**src/rtl/seg_pkg.sv**
```systemverilog
// seg_pkg: shared 7-segment encodings, slot map, scan state and shadow register layout
package seg_pkg;
    localparam logic [6:0] SEG_DIGIT [0:9] = '{
        7'b1000000, 7'b1111001, 7'b0100100, 7'b0110000, 7'b0011001,
        7'b0010010, 7'b0000010, 7'b1111000, 7'b0000000, 7'b0010000
    };
    localparam logic [6:0] SEG_DASH = 7'b0111111;
    localparam logic [6:0] SEG_OFF  = 7'b1111111;
    localparam logic [3:0] AN_OFF   = 4'b1111;
    localparam logic [1:0] SLOT_R1  = 2'd0;
    localparam logic [1:0] SLOT_R10 = 2'd1;
    localparam logic [1:0] SLOT_L1  = 2'd2;
    localparam logic [1:0] SLOT_L10 = 2'd3;
    typedef enum logic {DEAD, DRIVE} scan_state_e;
    typedef struct packed {
        logic [7:0] left;
        logic [7:0] right;
        logic       blank_l;
        logic       blank_r;
        logic       blink_r;
    } shadow_t;
    function automatic logic [6:0] seg_encode(input logic [3:0] d);
        return d > 4'd9 ? SEG_OFF : SEG_DIGIT[d];
    endfunction
endpackage

```
**src/rtl/bcd_split.sv**
```systemverilog
// bcd_split: combinational tens/ones splitter for 0..255 with overflow flag above 99
//   v_i     value to split
//   tens_o  v_i/10 (only meaningful when ovf_o is low)
//   ones_o  v_i%10
//   ovf_o   v_i > 99
module bcd_split (
    input  logic [7:0] v_i,
    output logic [3:0] tens_o,
    output logic [3:0] ones_o,
    output logic       ovf_o
);
    assign tens_o = 4'(v_i / 8'd10);
    assign ones_o = 4'(v_i % 8'd10);
    assign ovf_o  = v_i > 8'd99;
endmodule

```
**src/rtl/seg_scan_ctrl.sv**
```systemverilog
// seg_scan_ctrl: 4-digit multiplexed 7-segment scan controller (price left, credit right)
//   clk, rst_n                 clock, async active-low reset
//   val_left/val_right         field values, captured once per frame
//   blank_left/blank_right     darken a field
//   blink_right                blink the right field
//   an, seg                    active-low anodes and segments {g..a}, registered
//   frame_start                pulse on the cycle new shadow values take effect
module seg_scan_ctrl
    import seg_pkg::*;
#(
    parameter int REFRESH_DIV  = 100000,
    parameter int DEAD_CYC     = 4,
    parameter int BLINK_FRAMES = 125,
    parameter bit LZ_SUPPRESS  = 1'b1
) (
    input  logic       clk,
    input  logic       rst_n,
    input  logic [7:0] val_left,
    input  logic [7:0] val_right,
    input  logic       blank_left,
    input  logic       blank_right,
    input  logic       blink_right,
    output logic [3:0] an,
    output logic [6:0] seg,
    output logic       frame_start
);
    localparam int CW = $clog2(REFRESH_DIV);
    localparam int FW = $clog2(BLINK_FRAMES + 1);
    logic [CW-1:0] cnt_q;
    logic [1:0]    slot_q;
    scan_state_e   state_q;
    logic [FW-1:0] frame_q;
    logic          blink_q;
    shadow_t       sh_q;
    logic [3:0]    an_q, an_d;
    logic [6:0]    seg_q, seg_d;
    logic          fs_q;
    logic          tick, boundary, frame_wrap, left, tens_slot, dark, lz_blank, ovf;
    logic [7:0]    operand;
    logic [3:0]    tens, ones, digit;

    assign tick       = cnt_q == CW'(REFRESH_DIV - 1);
    assign boundary   = tick && slot_q == SLOT_L10;
    assign frame_wrap = frame_q == FW'(BLINK_FRAMES - 1);

    bcd_split u_split (
        .v_i   (operand),
        .tens_o(tens),
        .ones_o(ones),
        .ovf_o (ovf)
    );

    // Overrides in priority order: field dark, then overflow dash, then leading-zero blank
    always_comb begin
        left      = slot_q == SLOT_L1 || slot_q == SLOT_L10;
        tens_slot = slot_q == SLOT_R10 || slot_q == SLOT_L10;
        operand   = left ? sh_q.left : sh_q.right;
        digit     = tens_slot ? tens : ones;
        dark      = left ? sh_q.blank_l : (sh_q.blank_r || (sh_q.blink_r && blink_q));
        lz_blank  = LZ_SUPPRESS && tens_slot && !ovf && tens == 4'd0;
        an_d      = (state_q == DEAD || dark || lz_blank) ? AN_OFF : ~(4'b0001 << slot_q);
        seg_d     = an_d == AN_OFF ? SEG_OFF : ovf ? SEG_DASH : seg_encode(digit);
    end

    always_ff @(posedge clk or negedge rst_n) begin
        if (!rst_n) begin
            cnt_q   <= '0;
            slot_q  <= SLOT_R1;
            state_q <= DEAD;
            frame_q <= '0;
            blink_q <= 1'b0;
            sh_q    <= '{left: 8'd0, right: 8'd0, blank_l: 1'b1, blank_r: 1'b1, blink_r: 1'b0};
            an_q    <= AN_OFF;
            seg_q   <= SEG_OFF;
            fs_q    <= 1'b0;
        end else begin
            cnt_q   <= tick ? '0 : cnt_q + 1'b1;
            slot_q  <= tick ? slot_q + 2'd1 : slot_q;
            state_q <= tick ? DEAD : cnt_q == CW'(DEAD_CYC - 1) ? DRIVE : state_q;
            if (boundary) begin
                sh_q    <= '{left: val_left, right: val_right, blank_l: blank_left,
                             blank_r: blank_right, blink_r: blink_right};
                frame_q <= frame_wrap ? '0 : frame_q + 1'b1;
                blink_q <= blink_q ^ frame_wrap;
            end
            fs_q  <= boundary;
            an_q  <= an_d;
            seg_q <= seg_d;
        end
    end

    assign an          = an_q;
    assign seg         = seg_q;
    assign frame_start = fs_q;
endmodule

```
**config.mk**
```make
export PLATFORM = sky130hd
export DESIGN_NAME = seg_scan_ctrl
export DESIGN_NICKNAME = d
export VERILOG_FILES = /design/src/rtl/seg_pkg.sv /design/src/rtl/bcd_split.sv /design/src/rtl/seg_scan_ctrl.sv
export SDC_FILE = /design/constraint.sdc
export NUM_CORES = 1
export LEC_CHECK = 0
export BUFFER_PORTS_ARGS = -buffer_cell sky130_fd_sc_hd__buf_2
export CORE_MARGIN = 2
export CORE_UTILIZATION = 47
export CTS_CLUSTER_SIZE = 28
export DETAILED_ROUTE_END_ITERATION = 10
export PLACE_DENSITY = 0.65
export SYNTH_ARGS = -nofsm -noshare
export SYNTH_HDL_FRONTEND = slang
export SYNTH_SLANG_ARGS = --single-unit
```
**constraint.sdc**
```tcl
create_clock -name clk -period 5.35 [get_ports clk]
set_clock_uncertainty 0.1 [all_clocks]
set_input_delay 1.07 -clock clk [delete_from_list [all_inputs] [get_ports clk]]
set_output_delay 1.07 -clock clk [all_outputs]
set_load 0.1 [all_outputs]
```
; Word-level counts from Yosys, hierarchy flattened
; Memory sizes are Yosys's and may differ from the RTL's.
; Cells that the tools add are included.
[op_classes]
addsub = 3
multipliers = 0
div_mod_pow = 2
n_lt_le_gt_ge = 3
n_eq_ne = 7
shift = 1
mux = 13
bitwise = 4
reduce_logical = 12
[ops]
columns = op, n
row1 = $mux 7, 6
row2 = $add 17x1->17 const B, 1
row3 = $eq 17x17->1 const B, 1
row4 = $eq 17x2->1 const B, 1
row5 = $mux 17, 1
row6 = $div 8x4->8 const B, 1
row7 = $gt 8x7->1 const B, 1
row8 = $mod 8x4->8 const B, 1
row9 = $mux 4, 2
row10 = $mux 8, 1
row11 = $add 7x1->7 const B, 1
row12 = $eq 7x7->1 const B, 1
row13 = $ge 5x5->1 const B, 1
row14 = $logic_or 1x1->1, 5
row15 = $not 4->5, 1
row16 = $eq 2x2->1 const B, 2
row17 = $eq 4x4->1 const B, 1
row18 = $gt 4x4->1 const B, 1
row19 = $logic_and 1x1->1, 4
row20 = $logic_not 4->1, 1
row21 = $not 4->4, 1
row22 = $shl 1x2->4 const A, 1
row23 = $mux 1, 3
row24 = $add 2x1->2 const B, 1
row25 = 5 further kinds, 5
[totals]
register_bits = 59
latchBits = 0
ramBits = 0
mem_bits_ro = 112
elab_cells = 59
n_memories = 1
[mem_list]
columns = memory, depth, word_bits, rd, rd_ports_with_merged_regs, wr, line_no
row1 = (no name shown), 16, 7, 1, 0, 0, seg_pkg.sv:23  ; return d > 4'd9 ? SEG_OFF : SEG_DIGIT[d];

; Longest topological paths before layout
; Gate-level depths: netlist of the first run.
[depth]
ltp_word = 12
depth_mapped = 23

; Hierarchy
; Synthesis of the first run repeated with hierarchy kept, for this count alone.
[hier_totals]
cells_unflattened = 419
area_unflattened_um2 = 3907.5
[by_module_without_submodules]
columns = module, instances, cells_per_inst, area_each_um2, seq_area_each_um2
row1 = seg_scan_ctrl, 1, 255, 2935.3, 1492.7
row2 = bcd_split, 1, 164, 972.2, 0.0

; Least setup slack after synthesis of the first run
; Ideal clock, no wire load.
[synth_timing]
path_type = flip-flop to flip-flop
startpoint = reg slot_q[0]
endpoint = reg seg_q[3], in the netlist seg[3]
setup_ns = 0.098
t_arrival_ns = 4.652
t_required_ns = 5.152
setup_slack_ns = 0.499
stages_incl_launch_ff = 22
path_buffers = 2
path_cell_list = dfrtp_1 -> inv_1 -> ha_1 -> buf_6 -> or4b_2 -> o21a_1 -> xnor2_1 -> nor3_1 -> nor2_1 -> ha_1 -> o221a_2 -> a311oi_1 -> mux2_4 -> or3_1 -> buf_2 -> o31ai_1 -> inv_1 -> ha_1 -> a21oi_1 -> nor3b_1 -> o21ai_1 -> o311ai_1
[synth_between]
elab_chain_cells = 12
word_cells_on_any_way = 29
classes_between = div: 2 / order compare: 2 / eq/ne: 4 / shift: 1 / mux: 9 / bitwise: 2 / reduce/logical: 8 / memory: 1
[synth_rtl]
columns = element, line_no
row1 = from (decl), seg_scan_ctrl.sv:30  ; logic [1:0] slot_q;
row2 = from (signal assigned), seg_scan_ctrl.sv:78  ; slot_q <= tick ? slot_q + 2'd1 : slot_q;
row3 = $eq 2x2->1 (on tied branches), "seg_scan_ctrl.sv:55, seg_scan_ctrl.sv:56"
row4 = $logic_or 1x1->1, seg_scan_ctrl.sv:55  ; left = slot_q == SLOT_L1 || slot_q == SLOT_L10;
row5 = $mux 8, seg_scan_ctrl.sv:57  ; operand = left ? sh_q.left : sh_q.right;
row6 = $mod 8x4->8 or $div 8x4->8 (tied branches), "bcd_split.sv:13, bcd_split.sv:12"
row7 = $mux 4, seg_scan_ctrl.sv:58  ; digit = tens_slot ? tens : ones;
row8 = $not 4->5 (not written as such), seg_pkg.sv:23
row9 = $mem_v2 16x7, -
row10 = $mux 7 (not written as such) (2 in a row), seg_pkg.sv:23
row11 = $mux 7, seg_pkg.sv:23
row12 = $mux 7, seg_scan_ctrl.sv:62  ; seg_d = an_d == AN_OFF ? SEG_OFF : ovf ? SEG_DASH : seg_encode(digit);
row13 = $mux 7 (*), seg_scan_ctrl.sv:62
row14 = named net seg_d[3], seg_scan_ctrl.sv:36  ; logic [6:0] seg_q, seg_d;
row15 = to (signal assigned), seg_scan_ctrl.sv:88  ; seg_q <= seg_d;
row16 = to (decl), seg_scan_ctrl.sv:36
; Mark *: on every way through the listed nets, which the timed path passes. The rest lies on a longest branch. The select of a mux whose other input is x is not followed.
; A chain may end at the register's enable or synchronous reset.

; Final worst setup path of the first run
; Ends and elaborated chain as after synthesis.

==> impl_metrics.toml, run 1 <==
[finish]
final_common_cell = "dfrtp_1"
nFillCells = 666
syn_to_final_growth_pct = 13.32
drive_above_1_share_pct = 28.23
final_cell_mix = "dfrtp_1, nand2_1, nor2_1"
fin_nets = 449
antenna_cells = 0

[critical_path]
required_ps = 5480
path_max_fanout = 8
critical_path.endpoint_type = "flip-flop"
path_delay_family = "simple AND/OR/NAND/NOR gates"
path_buf_inv = 2
critical_path.startpoint_type = "flip-flop"
crit_arrival_ps = 5190
slowest_delay_ps = 680
crit_start = "slot_q[0]"
cpMaxStageDelayCell = "or4b_2"
rr_worst_depth = 20
path_class = "reg -> reg"
crit-reg2reg-launch = "slot_q[0]"
r2r-end = "seg[3]"
path_cells = "inv_1 > ha_2 > or4b_2 > o21a_1 > xnor2_1 > nor3_1 > nor2_1 > ha_1 > o221a_2 > a311oi_1 > mux2_4 > or3_1 > nor3_1 > o31a_1 > inv_1 > ha_1 > a21oi_1 > nor3b_2 > o21ai_2 > o311ai_1"
r2r_slack_ps = 290

[synth]
synth_enable_flop_cells = 0
synthesis.instances = 373
synth_mux_area_share_pct = 11.17
syn_nets = 409
netlist_area_um2 = 3674
yosysUniqueCellTypes = 66
yosys_register_bits = 59
synth_top_family_by_area = "simple AND/OR/NAND/NOR gates"
ys.flop_type = "dfrtp_1"
synth-xor-area-share_pct = 5.484
synthSimpleGateAreaFrac_pct = 19.82
yosysSeqAreaShare_pct = 40.63
synth-compound-area-share_pct = 14.31
ys_warn_count = 0
synth_fa_ha_area_share_pct = 5.109
async_flop_share_pct = 100.0
syn_area_per_cell_um2 = 9.849

[pwr]
internal_power_w = 0.0006312
vdd_drop_max_mv = 0.2105
pwr-share-seq_pct = 55.2
p_leak_nw = 1.910
p_sw_share_pct = 21.93
power_switching_w = 0.0001773
p_per_area_nw_per_um2 = 194.2
p_comb_share_pct = 1.9
pwr-share-clk_pct = 42.8

[floorplan]
die_y_um = 92.41
pin_count = 33
dieArea_um2 = 8540
num_rows = 32
placeableCoreArea_um2 = 7647
die_x_um = 92.41
initial_core_util_pct = 48.04

[sta]
setup_viol = 0
worst_slack_ps = 293.3
hold_viol = 0
slew_violations = 0
tightest_slew_ps = 729.9
finalCriticalPeriod_ps = 5057
whs_ps = 372.0
fin_crit_sh_pct = 94.52
slew_headroom_pct = 51.34
clock.fmax_ghz = 0.1978

[detailed_routing]
ant_nets = 0
wl_um = 7763
vias = 2861
firstDrtPassIters = 5
drc_errors = 0
drtIter0Drc = 121
avgViaCountPerCell = 5.502
wire_per_inst_um = 14.93

[place]
dpl.hpwl_um = 5596
portBuffers = 32
gp_congestion = 0.8849
post-place-ws_ps = 92.38

[clock_tree]
htreeDepth = 3
clk_latency_ps = 330
cts_tree = "yes"
cts-root-buf = "clkbuf_8"
cts_buffers = 9
path_clk_slew_ps = 70
cts_num_sinks = 59
postCtsHoldBufs = 0
cts_max_path_buffers = 2
post_cts_buffers = 0

[outcome]
status = "finished clean"

[global_routing]
gr-total-overflow = 0
grt_max_degree = 60
antenna_found_initial = 0
grt_usage_pct = 19.71
grt_first_pass_wirelength_um = 13480
grt_pass1_vias = 2834

[worst_hold_path]
min_to = "blink_q"
min_from = "blink_q"
min_path_type = "reg -> reg"
hold_depth = 1

[job]
drv_cap = 0
-- area by class of cell --
class / instances / area (um^2) / share of cell area, %
Clock inverter: 3 / 15.01 / 0.3607
Clock buffer: 13 / 148.9 / 3.577
Inverter: 11 / 41.29 / 0.9919
Multi-Input combinational cell: 288 / 2087 / 50.14
Tap cell: 102 / 127.6 / 3.066
Timing Repair Buffer: 44 / 250.2 / 6.011
Sequential cell: 59 / 1493 / 35.86
-- cells in the mapped netlist, types with 2 or more instances --
cell type	count	area (um^2)
dfrtp_1	46	1151
nand2_1	39	146.4
nor2_1	35	131.4
mux2_2	22	247.7
ha_1	15	187.7
nand3_1	14	70.07
xor2_1	14	122.6
dfstp_2	13	341.6
inv_1	11	41.29
mux2i_1	11	110.1
a21oi_1	10	50.05
o21ai_0	9	45.04
xnor2_1	9	78.83
nor3_1	8	40.04
o211ai_1	8	60.06
nand4_1	7	43.79
o21a_1	7	52.55
and2_1	6	37.54
clkbuf_1	6	22.52
o31a_1	5	43.79
o31ai_1	5	37.54
and3_1	4	25.02
nand2b_1	4	25.02
nor4_1	4	25.02
o22ai_1	4	25.02
buf_2	3	15.01
buf_6	3	33.78
or2_2	3	18.77
or3_1	3	18.77
a211oi_1	2	15.01
a31oi_1	2	12.51
buf_1	2	7.510
mux2_4	2	30.03
nor3b_1	2	15.01
nor4b_1	2	17.52
o21ai_1	2	10.01
o221a_2	2	22.52
-- through the flow --
stage | util, % | cells | total power, W | cell area [um^2] | TNS [ps]
6_report | 54.43 | 520 | 0.0008085 | 4163 | 0
5_1_grt | 54.43 | 520 | 0.0008470 | 4163 | -17.74
4_1_cts | 54.07 | 520 | 0.0008243 | 4135 | 0
3_5_place_dp | 51.93 | 504 | 0.0004712 | 3971 | 0
3_3_place_gp | 51.93 | 504 | 0.0004710 | 3971 | 0
2_1_floorplan | - | 373 | 0.0004547 | 3674 | 0
-- power by group through the flow --
| stage | registers (W) | clock network (W) | logic, W |
|---|---|---|---|
| 6_report | 0.000447 | 0.000346 | 0.0000157 |
| 5_1_grt | 0.000446 | 0.000382 | 0.0000191 |
| 4_1_cts | 0.000447 | 0.000361 | 0.0000168 |
| 3_5_place_dp | 0.000454 | 0 | 0.0000167 |
| 3_3_place_gp | 0.000454 | 0 | 0.0000165 |
| 2_1_floorplan | 0.000455 | 0 | 0.000000120 |
-- cell families after synthesis --
| family | Yosys count |
|---|---|
| flops | 59 |
| mux | 36 |
| compound gates | 70 |
| xor+xnor | 23 |
| fa+ha+maj | 15 |
| simple gates | 144 |
| buf+inv | 26 |
-- per-layer routing --
metal,up-vias,GRT usage (%),wire [um]
met5,-,0,0
met4,0,7.463,91
met3,5,3.173,230
met2,51,31.75,3689
met1,1384,26.80,3753
li1,1421,-,-
-- registers in the layout, indices dropped and copies added (netlist names) --
register,cells
cnt_q,17
frame_q,7
state_q,1
an,4
blink_q,1
seg,7
frame_start,1
sh_q,19
slot_q,2
-- repair_timing --
action | CTS | global route
hold endpoints to repair | 0 | 0
endpoints found under the setup margin | 0 | 7
resized for setup | 0 | 8
-- worst max path at each step --
stage	endpoint	slack, ps	cells after the start
after floorplan	seg[3]	500	21
after global placement	seg[4]	280	17
after detailed placement	seg[3]	90	20
after CTS	seg[3]	60	20
after global routing	seg[4]	-9	21
final	seg[3]	290	20
(Power assumes the default switching activity.)
==> run 2, diff against run 1 <==
- GPL_ROUTABILITY_DRIVEN: not set -> 0
- PLACE_DENSITY: 0.65 -> not set
- PLACE_DENSITY_LB_ADDON: not set -> 0.15
- RECOVER_POWER: not set -> 25
==> impl_metrics.toml, run 2 (synthesized netlist as in run 1, its figures left out) <==
[sta]
finalCriticalPeriod_ps = 4986
tightest_slew_ps = 2996
slew_violations = 60
setup_viol = 0
final.setup.tns_ps = 0
rsz0062_at_grt = "false"
clock.fmax_ghz = 0.2006
fin_crit_sh_pct = 93.20
worst_slack_ps = 363.8
hold_viol = 0
slew_headroom_pct = -99.74

[floorplan]
num_rows = 32
die_x_um = 92.41
placeableCoreArea_um2 = 7647
die_y_um = 92.41
dieArea_um2 = 8540
pin_count = 33
initial_core_util_pct = 48.04

[detailed_routing]
drc_errors = 0
avgViaCountPerCell = 5.569
firstDrtPassIters = 4
wl_um = 7684
drtIter0Drc = 154
vias = 2907
wire_per_inst_um = 14.72
ant_nets = 0

[finish]
final_common_cell = "dfrtp_1"
final_cell_mix = "dfrtp_1, nand2_1, nor2_1"
largestRegisters = "sh_q x19, cnt_q x17"
antenna_cells = 0
drive_above_1_share_pct = 28.57
syn_to_final_growth_pct = 16.08
fin_nets = 451
largest_reg_flops = 19
fin_util_pct = 55.76
regMostFlops = "sh_q"

[place]
dpl.hpwl_um = 5556
post-place-ws_ps = 213.1
portBuffers = 32

[outcome]
violations = "capacitance limit, slew limit"
status = "complete, but fails checks"

[clock_tree]
postCtsHoldBufs = 0
cts_tree = "yes"
clk_latency_ps = 340
post_cts_buffers = 0
htreeDepth = 3
path_clk_slew_ps = 70
cts-root-buf = "clkbuf_8"
cts_buffers = 9
cts_max_path_buffers = 2
cts_num_sinks = 59

[pwr]
p_leak_nw = 1.960
p_total_w = 0.0009832
p_per_area_nw_per_um2 = 230.6
vdd_drop_max_mv = 0.1931

[global_routing]
grt_first_pass_wirelength_um = 13650
grt_max_degree = 60
antenna_found_initial = 0
gr-total-overflow = 0
grt_usage_pct = 19.93
grt_pass1_vias = 2923

[critical_path]
crit_arrival_ps = 5130
path_max_fanout = 11
critical_path.startpoint_type = "flip-flop"
required_ps = 5490
path_class = "reg -> reg"
critical_path.endpoint_type = "flip-flop"

[job]
drv_cap = 1

[worst_hold_path]
min_path_type = "reg -> reg"
-- run 2: repair_timing --
| action | CTS | global route |
|---|---|---|
| setup endpoints to repair | 0 | 7 |
| hold endpoints to repair | 0 | 0 |
| resized for setup | 0 | 6 |
-- run 2: cell type report --
cell class              count  area [um^2]
fillers                   671         3383
multi-input cells         288         2081
flip-flops and latches     59         1493
repair buffers             46        261.5
clock buffers              12        165.2
well taps                 102        127.6
clock inverters             4        95.09
inverters                  11        41.29
-- run 2: power breakdown --
group          internal, W  leakage (nW)  switching, W
sequential        0.000447         0.753             0
combinational   0.00000524          1.07    0.00000993
clock             0.000347         0.133      0.000175
total             0.000799          1.96      0.000184
-- run 2: worst paths after layout --
check / from / end / slack, ps / depth (start not counted)
max: slot_q[0] / seg[4] / 360 / 20
min: blink_q / blink_q / 380 / 1
max reg2reg: slot_q[0] / seg[4] / 360 / 20
min reg2reg: blink_q / blink_q / 380 / 1
max in group asynchronous: rst_n / state_q / 1750 / 2
min in group asynchronous: rst_n / frame_q[5] / 1700 / 2
-- run 2: layer usage --
layer	global-route usage (%)	wire [um]
met1	26.95	3684
met2	31.02	3544
met3	4.882	368
met4	7.463	87
met5	0	0
-- run 2: worst max-delay path, cell delays in order, from the launching register on --
cell	delay (ps)
dfrtp_1	400
ha_2	270
or4b_2	720
o21a_1	220
xnor2_1	160
nor3_1	70
nor2_1	170
ha_1	200
nand2_1	120
o32ai_4	290
nor2_2	90
and4b_1	220
or2_2	350
o21a_1	190
o31a_1	350
inv_1	130
ha_1	200
a21oi_1	40
nor3b_2	170
o21ai_2	270
o2111ai_1	150
-- run 2: through the flow --
step                cell area, um^2  std cells  hold WS (ps)
floorplan                      3674        373         341.9
global placement               3986        506         362.5
detailed placement             3986        506         366.7
CTS                            4247        522         376.8
global route                   4264        522         384.8
finish                         4264        522         375.9
